`config.mk`:
```
export PLATFORM = sky130hd
export DESIGN_NAME = act_lane_serializer
export DESIGN_NICKNAME = d
export VERILOG_FILES = /design/src/rtl/act_pkg.sv /design/src/rtl/act_requant.sv /design/src/rtl/act_lane_serializer.sv
export SDC_FILE = /design/constraint.sdc
export NUM_CORES = 1
export LEC_CHECK = 0
export ABC_CLOCK_PERIOD_IN_PS = 8300
export CAP_MARGIN = 15
export CORE_MARGIN = 3
export CORE_UTILIZATION = 50
export DETAILED_ROUTE_END_ITERATION = 16
export GPL_TIMING_DRIVEN = 0
export PLACE_DENSITY = 0.76
export SETUP_SLACK_MARGIN = 0.5
export SLEW_MARGIN = 15
export SYNTH_ARGS = -nofsm -noshare
export SYNTH_HDL_FRONTEND = slang
export SYNTH_SLANG_ARGS = --single-unit
```
`constraint.sdc`:
```
create_clock -name clk -period 8.3 [get_ports clk]
set_input_delay 1.66 -clock clk [delete_from_list [all_inputs] [get_ports clk]]
set_output_delay 1.66 -clock clk [all_outputs]
set_load 0.02 [all_outputs]
```
`src/rtl/act_pkg.sv`:
```
// rtl/act_pkg.sv - shared parameters and FSM state type for the activation lane serializer
package act_pkg;

    localparam int LANES = 7;
    localparam int IW    = 32;
    localparam int OW    = 8;
    localparam int SHW   = 5;
    localparam int LW    = $clog2(LANES);

    localparam logic [LW-1:0] LAST_LANE = LW'(LANES - 1);

    typedef enum logic {
        IDLE = 1'b0,
        SEND = 1'b1
    } state_e;

endpackage

```
`src/rtl/act_requant.sv`:
```
// rtl/act_requant.sv - rounding arithmetic right shift with unsigned saturation of one lane
module act_requant
    import act_pkg::*;
(
    input  logic [IW-1:0]  x,
    input  logic [SHW-1:0] shift,
    output logic [OW-1:0]  y
);

    logic signed [IW:0] ext;
    logic signed [IW:0] rnd;
    logic signed [IW:0] sum;
    logic signed [IW:0] shifted;

    // One guard bit so that adding the half-LSB to a large positive value cannot wrap.
    always_comb begin
        ext     = {x[IW-1], x};
        rnd     = '0;
        if (shift != '0) begin
            rnd = (IW+1)'(1) << (shift - SHW'(1));
        end
        sum     = ext + rnd;
        shifted = sum >>> shift;
    end

    always_comb begin
        y = shifted[OW-1:0];
        if (shifted[IW]) begin
            y = '0;
        end else if (|shifted[IW-1:OW]) begin
            y = '1;
        end
    end

endmodule

```
`src/rtl/act_lane_serializer.sv`:
```
// rtl/act_lane_serializer.sv - holds one 7x32 activation block and drains it as requantised per-lane beats
module act_lane_serializer
    import act_pkg::*;
(
    input  logic                clk,
    input  logic                rst_n,
    input  logic                s_valid,
    output logic                s_ready,
    input  logic [LANES*IW-1:0] s_data,
    input  logic                s_last,
    input  logic [SHW-1:0]      s_shift,
    output logic                m_valid,
    input  logic                m_ready,
    output logic [OW-1:0]       m_data,
    output logic [2:0]          m_lane,
    output logic                m_last,
    output logic                busy
);

    state_e         state_q, state_d;
    logic [LW-1:0]  lane_q, lane_d;
    logic [IW-1:0]  lanes_q [LANES];
    logic [SHW-1:0] shift_q;
    logic           last_q;
    logic           capture;
    logic           at_last_lane;
    logic [IW-1:0]  lane_word;

    assign at_last_lane = (lane_q == LAST_LANE);

    // m_ready -> s_ready is the only combinational path through the block.
    always_comb begin
        state_d = state_q;
        lane_d  = lane_q;
        s_ready = 1'b0;
        capture = 1'b0;
        unique case (state_q)
            IDLE: begin
                s_ready = 1'b1;
                if (s_valid) begin
                    capture = 1'b1;
                    lane_d  = '0;
                    state_d = SEND;
                end
            end
            SEND: begin
                s_ready = at_last_lane && m_ready;
                if (m_ready) begin
                    if (!at_last_lane) begin
                        lane_d = lane_q + LW'(1);
                    end else if (s_valid) begin
                        capture = 1'b1;
                        lane_d  = '0;
                    end else begin
                        state_d = IDLE;
                    end
                end
            end
            default: begin
                state_d = IDLE;
            end
        endcase
    end

    always_ff @(posedge clk or negedge rst_n) begin
        if (!rst_n) begin
            state_q <= IDLE;
            lane_q  <= '0;
            shift_q <= '0;
            last_q  <= 1'b0;
            for (int i = 0; i < LANES; i++) begin
                lanes_q[i] <= '0;
            end
        end else begin
            state_q <= state_d;
            lane_q  <= lane_d;
            if (capture) begin
                shift_q <= s_shift;
                last_q  <= s_last;
                for (int i = 0; i < LANES; i++) begin
                    lanes_q[i] <= s_data[i*IW +: IW];
                end
            end
        end
    end

    always_comb begin
        lane_word = '0;
        for (int i = 0; i < LANES; i++) begin
            if (lane_q == LW'(i)) begin
                lane_word = lanes_q[i];
            end
        end
    end

    act_requant u_requant (
        .x     (lane_word),
        .shift (shift_q),
        .y     (m_data)
    );

    assign m_valid = (state_q == SEND);
    assign busy    = (state_q == SEND);
    assign m_lane  = 3'(lane_q);
    assign m_last  = (state_q == SEND) && at_last_lane && last_q;

endmodule

```
==> impl_metrics.tcl <==
set metrics [dict create \
    status "complete, but fails checks" \
    violations "negative setup slack" \
    dpl-instance-area_sq_um 18190 \
    hold_violations 0 \
    wire_per_inst_um 24.71 \
    final-max-slew-violation-count 0 \
    fin_crit_sh 1.025 \
    rows 63 \
    port_buffers 248 \
    routed-via-count 15130 \
    slowest_stage "clkbuf_1" \
    grt_max_degree 93 \
    peakVddDrop_mv 0.2061 \
    ant_nets 0 \
    max_freq_mhz 117.6 \
    initial_core_util 0.5087 \
    relSlewSlack 0.3728 \
    grtUsageTotal 0.3395 \
    tns_ns -0.8109 \
    rrSetupSlack_ns 5.22 \
    reg2reg_to "lanes_q[164]$_DFFE_PN0P_" \
    clockBufferDepth 3 \
    die_w_um 180.1 \
    yosys_warnings 0 \
    first_iter_violations 1410 \
    setup_viol 8 \
    total_power_mw 10.71 \
    worstMarginPinSlew_ns 0.9409 \
    r2r-start "m_lane[0]$_DFFE_PN0P_" \
    clk_latency_ns 0.54 \
    slowest_delay_ns 0.72 \
    max_cap_violations 0 \
    power.leakage_nw 8.486 \
    syn_area_sq_um 15160 \
    rsz0062_at_grt "yes" \
    syn-instance-count 1582 \
    cp_num_buf_inv 5 \
    synth_top_cell_area_share 0.3863 \
    cts.reportedPaths.clkPinSlew_ns 0.06 \
    cts.sinks 234 \
    via_per_inst 6.436 \
    p_per_area_nw_per_um2 508.8 \
    grt_pass1_vias 15420 \
    fin_nets 2213 \
    coreArea_sq_um 29800 \
    worstHoldStart "lanes_q[82]$_DFFE_PN0P_" \
    crit_required_ns 6.64 \
    crit_type "register to output pin" \
    hold_end "lanes_q[82]$_DFFE_PN0P_" \
    synth_seq_area_share 0.3863 \
    gp_congestion 0.9355 \
    ys_top_cells_by_area "dfrtp_1 39%, mux2_2 17%, nor2_1 4.2%" \
    gr-total-overflow 0 \
    yosys.area.top_type "dfrtp_1" \
    place_hpwl_um 42750 \
    htreeDepth 1 \
    grt_pass1_wl_um 87970 \
    syn_avg_cell_area_sq_um 9.581 \
    cp_top_family "simple AND/OR/NAND/NOR gates" \
    holdPathStages 1 \
    numCtsBuffers 26 \
    synth.net_count 1854 \
    cp_max_fo 10 \
    cts_tree "yes" \
    synth_edf_count 0 \
    final_util 0.7063 \
    setup_ws_ns -0.2066 \
    io-pin-count 249 \
    min_period_ns 8.507 \
    cts_root_buffer "clkbuf_16" \
    layout-drive-gt1-share 0.3119 \
    r2r_cells 9 \
    synth_flop_cell "dfrtp_1" \
    finalWirelength_um 58080 \
    synth_cell_types 84 \
    place_ws_ns -1.747 \
    startpoint_type "register" \
    fin_skew_ns 0.03005 \
    dieArea_sq_um 32440 \
    stdcell_area_sq_um 21040 \
    ys_async_sr_fraction 1.000 \
    antenna_found_initial 9 \
    ys_ff_latch 234 \
    hp-class "register to register" \
    cp-end-kind "output pin" \
    drc 0 \
    synthToLayoutAreaGrowth_pct 38.84 \
    crit_path_cell_trace "clkbuf_2 -> clkbuf_2 -> nand2_1 -> clkbuf_1 -> nor3_1 -> ha_2 -> fa_2 -> a211oi_4 -> o211ai_1 -> and2_1 -> clkbuf_8 -> mux2i_4 -> nand2_2 -> mux2_4 -> o221a_1 -> or4_4 -> o211a_1 -> or4_4 -> or4_1 -> o311a_1 -> buf_6" \
    die_h_um 180.1 \
    drt_pass1_iterations 6 \
    crit_arrival_ns 6.85 \
]
==> worst register-to-register path, cell delays in order, from the launching register on <==
cell,delay (ns)
dfrtp_1,0.41
inv_2,0.14
ha_4,0.15
buf_8,0.11
nand3_1,0.11
nand2_1,0.15
and2_0,0.21
clkbuf_1,0.59
clkbuf_1,0.67
mux2_2,0.43
==> power breakdown <==
part	total [mW]	leakage [nW]	internal (mW)	switching (mW)
sequential	2.09	2.82	1.72	0.368
combinational	7.48	5.25	3.17	4.32
clock	1.14	0.418	0.665	0.474
total	10.7	8.49	5.55	5.16
==> stage by stage <==
| stage | instances | hold slack, ns |
|---|---|---|
| floorplan | 1582 | 0.4753 |
| global placement | 2220 | 0.4829 |
| detailed placement | 2222 | 0.4899 |
| CTS | 2327 | 0.5034 |
| global route | 2350 | 0.5195 |
| finish | 2351 | 0.5029 |
==> Yosys cell counts (all sizes together), types with 7 or more instances <==
cell	number
dfrtp	234
mux2	232
nor2	169
a21oi	125
nand2	114
clkbuf	104
o21ai	83
nor3	39
a221oi	38
ha	37
o311ai	36
o211ai	30
a211oi	25
nand3	22
mux2i	21
inv	20
and2	19
buf	17
nand4	13
o21a	13
xnor2	12
a211o	10
nor4	10
a21o	9
o22ai	9
xor2	9
o211a	8
and3	7
mux4	7
o2111ai	7
==> area by class of cell <==
type,count,area [sq um]
Inverter,23,90.09
Sequential cell,234,5856
Buffer,121,684.4
Tap cell,390,488.0
Fill cell,2130,8752
Antenna cell,2,5.005
Multi-Input combinational cell,1204,9863
Clock buffer,39,800.8
Clock inverter,7,51.30
Timing Repair Buffer,331,3206
==> timing repair <==
| action | 4_1_cts | 5_1_grt |
|---|---|---|
| endpoints found under the setup margin | 8 | 8 |
| pin swaps | 75 | 68 |
| hold buffers | 0 | 0 |
| gates cloned | 3 | 0 |
| gates resized for setup | 290 | 128 |
| endpoints found under the hold margin | 0 | 0 |
| buffers inserted | 56 | 22 |
==> kinds of logic (layout without fill, tap and decap cells) <==
logic type | after synthesis | count (layout) | synth area share
DFF | 234 | 234 | 0.3863
xor gates and xnor gates | 21 | 21 | 0.01213
buffers and inverters | 144 | 521 | 0.03715
muxes | 260 | 260 | 0.1969
and+or+nand+nor | 426 | 426 | 0.1275
AOI/OAI and AO/OA | 458 | 458 | 0.2079
other | 1 | 3 | 0.0002474
adders and majority gates | 38 | 38 | 0.03186
==> layer usage <==
metal	GRT usage	vias to the layer above	share of wire
met5	0	-	0.0019
met4	0.1655	16	0.063
met3	0.06076	231	0.071
met2	0.5869	763	0.49
met1	0.4105	7458	0.38
li1	-	6663	-
==> worst max path at each step <==
stage | startpoint | end | slack (ns) | cells past startpoint
2_1_floorplan | m_lane[0]$_DFFE_PN0P_ | m_data[7] | 0.55 | 25
3_3_place_gp | rst_n | lanes_q[22]$_DFFE_PN0P_ | -4.15 | 1
3_5_place_dp | m_lane[0]$_DFFE_PN0P_ | m_data[7] | -1.75 | 24
4_1_cts | m_lane[0]$_DFFE_PN0P_ | m_data[7] | -0.03 | 26
5_1_grt | m_lane[1]$_DFFE_PN0P_ | m_data[7] | -0.38 | 28
6_report | shift_q[0]$_DFFE_PN0P_ | m_data[7] | -0.21 | 21
==> placed cells by master, fill, tap and decap left out, drive strengths merged, types with 22 or more instances in the layout <==
cell	synthesis	routed
a211oi	25	25
a221oi	38	38
a21oi	125	125
nand3	22	22
o21ai	83	83
nor2	169	169
ha	37	37
o311ai	36	36
clkbuf	104	136
clkdlybuf4s50	0	239
dfrtp	234	234
nand2	114	114
o211ai	30	30
nor3	39	39
mux2	232	232
buf	17	116
==> flip-flops by register name, summed over array words and instances, names as in the netlist <==
name and flops:
lanes_q 224, shift_q 5, m_lane 3, busy 1
last_q 1
(Power assumes the default switching activity.)
==> patch, RTL diff (same flow settings) <==
The package constant `OW` goes from 8 to 16.
--- a/src/rtl/act_pkg.sv
+++ b/src/rtl/act_pkg.sv
@@ -3,7 +3,7 @@
 
     localparam int LANES = 7;
     localparam int IW    = 32;
-    localparam int OW    = 8;
+    localparam int OW    = 16;
     localparam int SHW   = 5;
     localparam int LW    = $clog2(LANES);
 
Interface: changed (resized m_data); port bits go from 249 to 257. No check against the original RTL was run, so the function may have changed too.
==> patch against the original RTL <==
Cell area down 3.4%. Global-route usage decreased by 1.6 points. Sequential cell count stayed put. Area after synthesis shrank 2.2%. Fmax rose by 3.7%. Die area fell by 2.1%. Total power down 4.7%. Wire length decreased by 8.6%. Worst hold slack worse by 0.0023 ns. Setup slack better by 0.30 ns. Count of clock-buffer cells in the layout decreased by 5. Critical endpoint is now m_data[1].
==> patch: results (changes against the original RTL) <==
Status
  • Outcome: complete, no violations

Layout
  • Number of fill cells: 2154 (+1.1%)

Worst setup path
  • CP delay by family, top: compound AO/OA/AOI/OAI gates
  • Crit-path slowest cell: dfrtp_1
  • Reg2Reg Setup Slack: 4.84 ns (-0.38 ns)
  • Critical path arrival: 6.54 ns (-0.31 ns)
  • Max stage delay on crit path: 0.42 ns (-0.30 ns)

Yosys
  • Commonest cells in the netlist: mux2_2, dfrtp_1, nor2_1
  • Synth Net Count: 1798 (-3.0%)
  • Yosys cell types: 81 (-3.6%)
  • Top post-synthesis cells by area: dfrtp_1, mux2_2, nor2_1
  • Post-synthesis sequential area ratio: 0.395 (+0.00867)

Pwr
  • Cell area power density: 502 nW/um^2 (-1.3%)
  • VDD IR max: 0.000250 V (+21%)

Place
  • RePlAce Congestion: 0.967 (+3.4%)
  • DP Worst Slack: -1.53 ns (+0.217 ns)
  • IO buf count: 256 (+3.2%)
  • DP HPWL: 40000 um (-6.5%)

Drt
  • DRT Wirelength: 53100 um (-8.6%)
  • Vias: 14000 (-7.4%)
  • Router iterations before antenna repair: 5 (-1)

Clock tree
  • Number of CTS-inserted buffers: 25 (-3.8%)

Global route
  • Initial antenna violation count: 11 (+2)
  • Gr usage total: 0.324 (-0.0157)

STA
  • Relative slew slack: 0.298 (-0.0743)
  • Hold slack: 0.501 ns (-0.00231 ns)
==> patch: worst paths after layout <==
check,start,end
worst max-delay path,m_lane[1],m_data[1]
worst min-delay path,lanes_q[90],lanes_q[90]
worst max register to register,m_lane[0],lanes_q[120]
worst min register to register,lanes_q[90],lanes_q[90]
max in group asynchronous,rst_n,lanes_q[53]
min in group asynchronous,rst_n,lanes_q[167]
==> patch: area by class of cell <==
type	count	area, sq um	share of cell area
antenna	4	10.0	0.000492
buffer	120	669	0.0329
clock buffer	34	719	0.0354
clock inverter	9	67.6	0.00332
inverter	18	71.3	0.00351
multi-input combinational	1154	9410	0.463
sequential	234	5860	0.288
tap	384	480	0.0236
timing repair buffer	311	3040	0.150
==> patch: timing repair <==
item	CTS	global route
cloned	3	0
pin swaps	25	47
hold buffers	0	0
setup endpoints to repair	16	16
resized for setup	295	97
setup buffers	29	21
==> patch: worst register-to-register path: stages (launching register included) <==
cell and delay (ns):
dfrtp_1 0.42, inv_2 0.14, ha_4 0.21, and2_1 0.22, nand2_1 0.10, nand2_1 0.12, and2_1 0.15, clkbuf_1 0.51
clkbuf_1 0.41, clkbuf_1 0.62, mux2_2 0.43
==> patch: cell families (layout without fill, tap and decap cells) <==
group                    count (synthesis)  count (layout)  share of synthesized area
AO/OA/AOI/OAI                          407             407                      0.186
AND/OR/NAND/NOR                        401             401                      0.117
multiplexers                           277             277                      0.213
flip-flops                             234             234                      0.395
buffers and inverters                  138             492                     0.0381
adder cells (fa/ha/maj)                 38              38                     0.0326
XOR/XNOR                                30              30                     0.0177
other                                    1               5                   0.000253
==> patch: routing by layer <==
layer,GRT usage,wire [um],vias up
met5,0,90,-
met4,0.144,2690,14
met3,0.0754,4030,178
met2,0.552,25900,616
met1,0.391,20400,6886
li1,-,-,6320
==> patch: power by group <==
group | internal [mW] | switching (mW) | leakage [nW] | total (mW)
clock network | 0.607 | 0.463 | 0.380 | 1.07
registers | 1.72 | 0.341 | 2.82 | 2.06
logic | 3.02 | 4.05 | 5.05 | 7.08
==> patch: per-stage QoR <==
stage	cell area, sq um	instances
floorplan	14800	1526
global route	20300	2267
global placement	17900	2166
detailed placement	17900	2168
finish	20300	2268
CTS	19800	2243
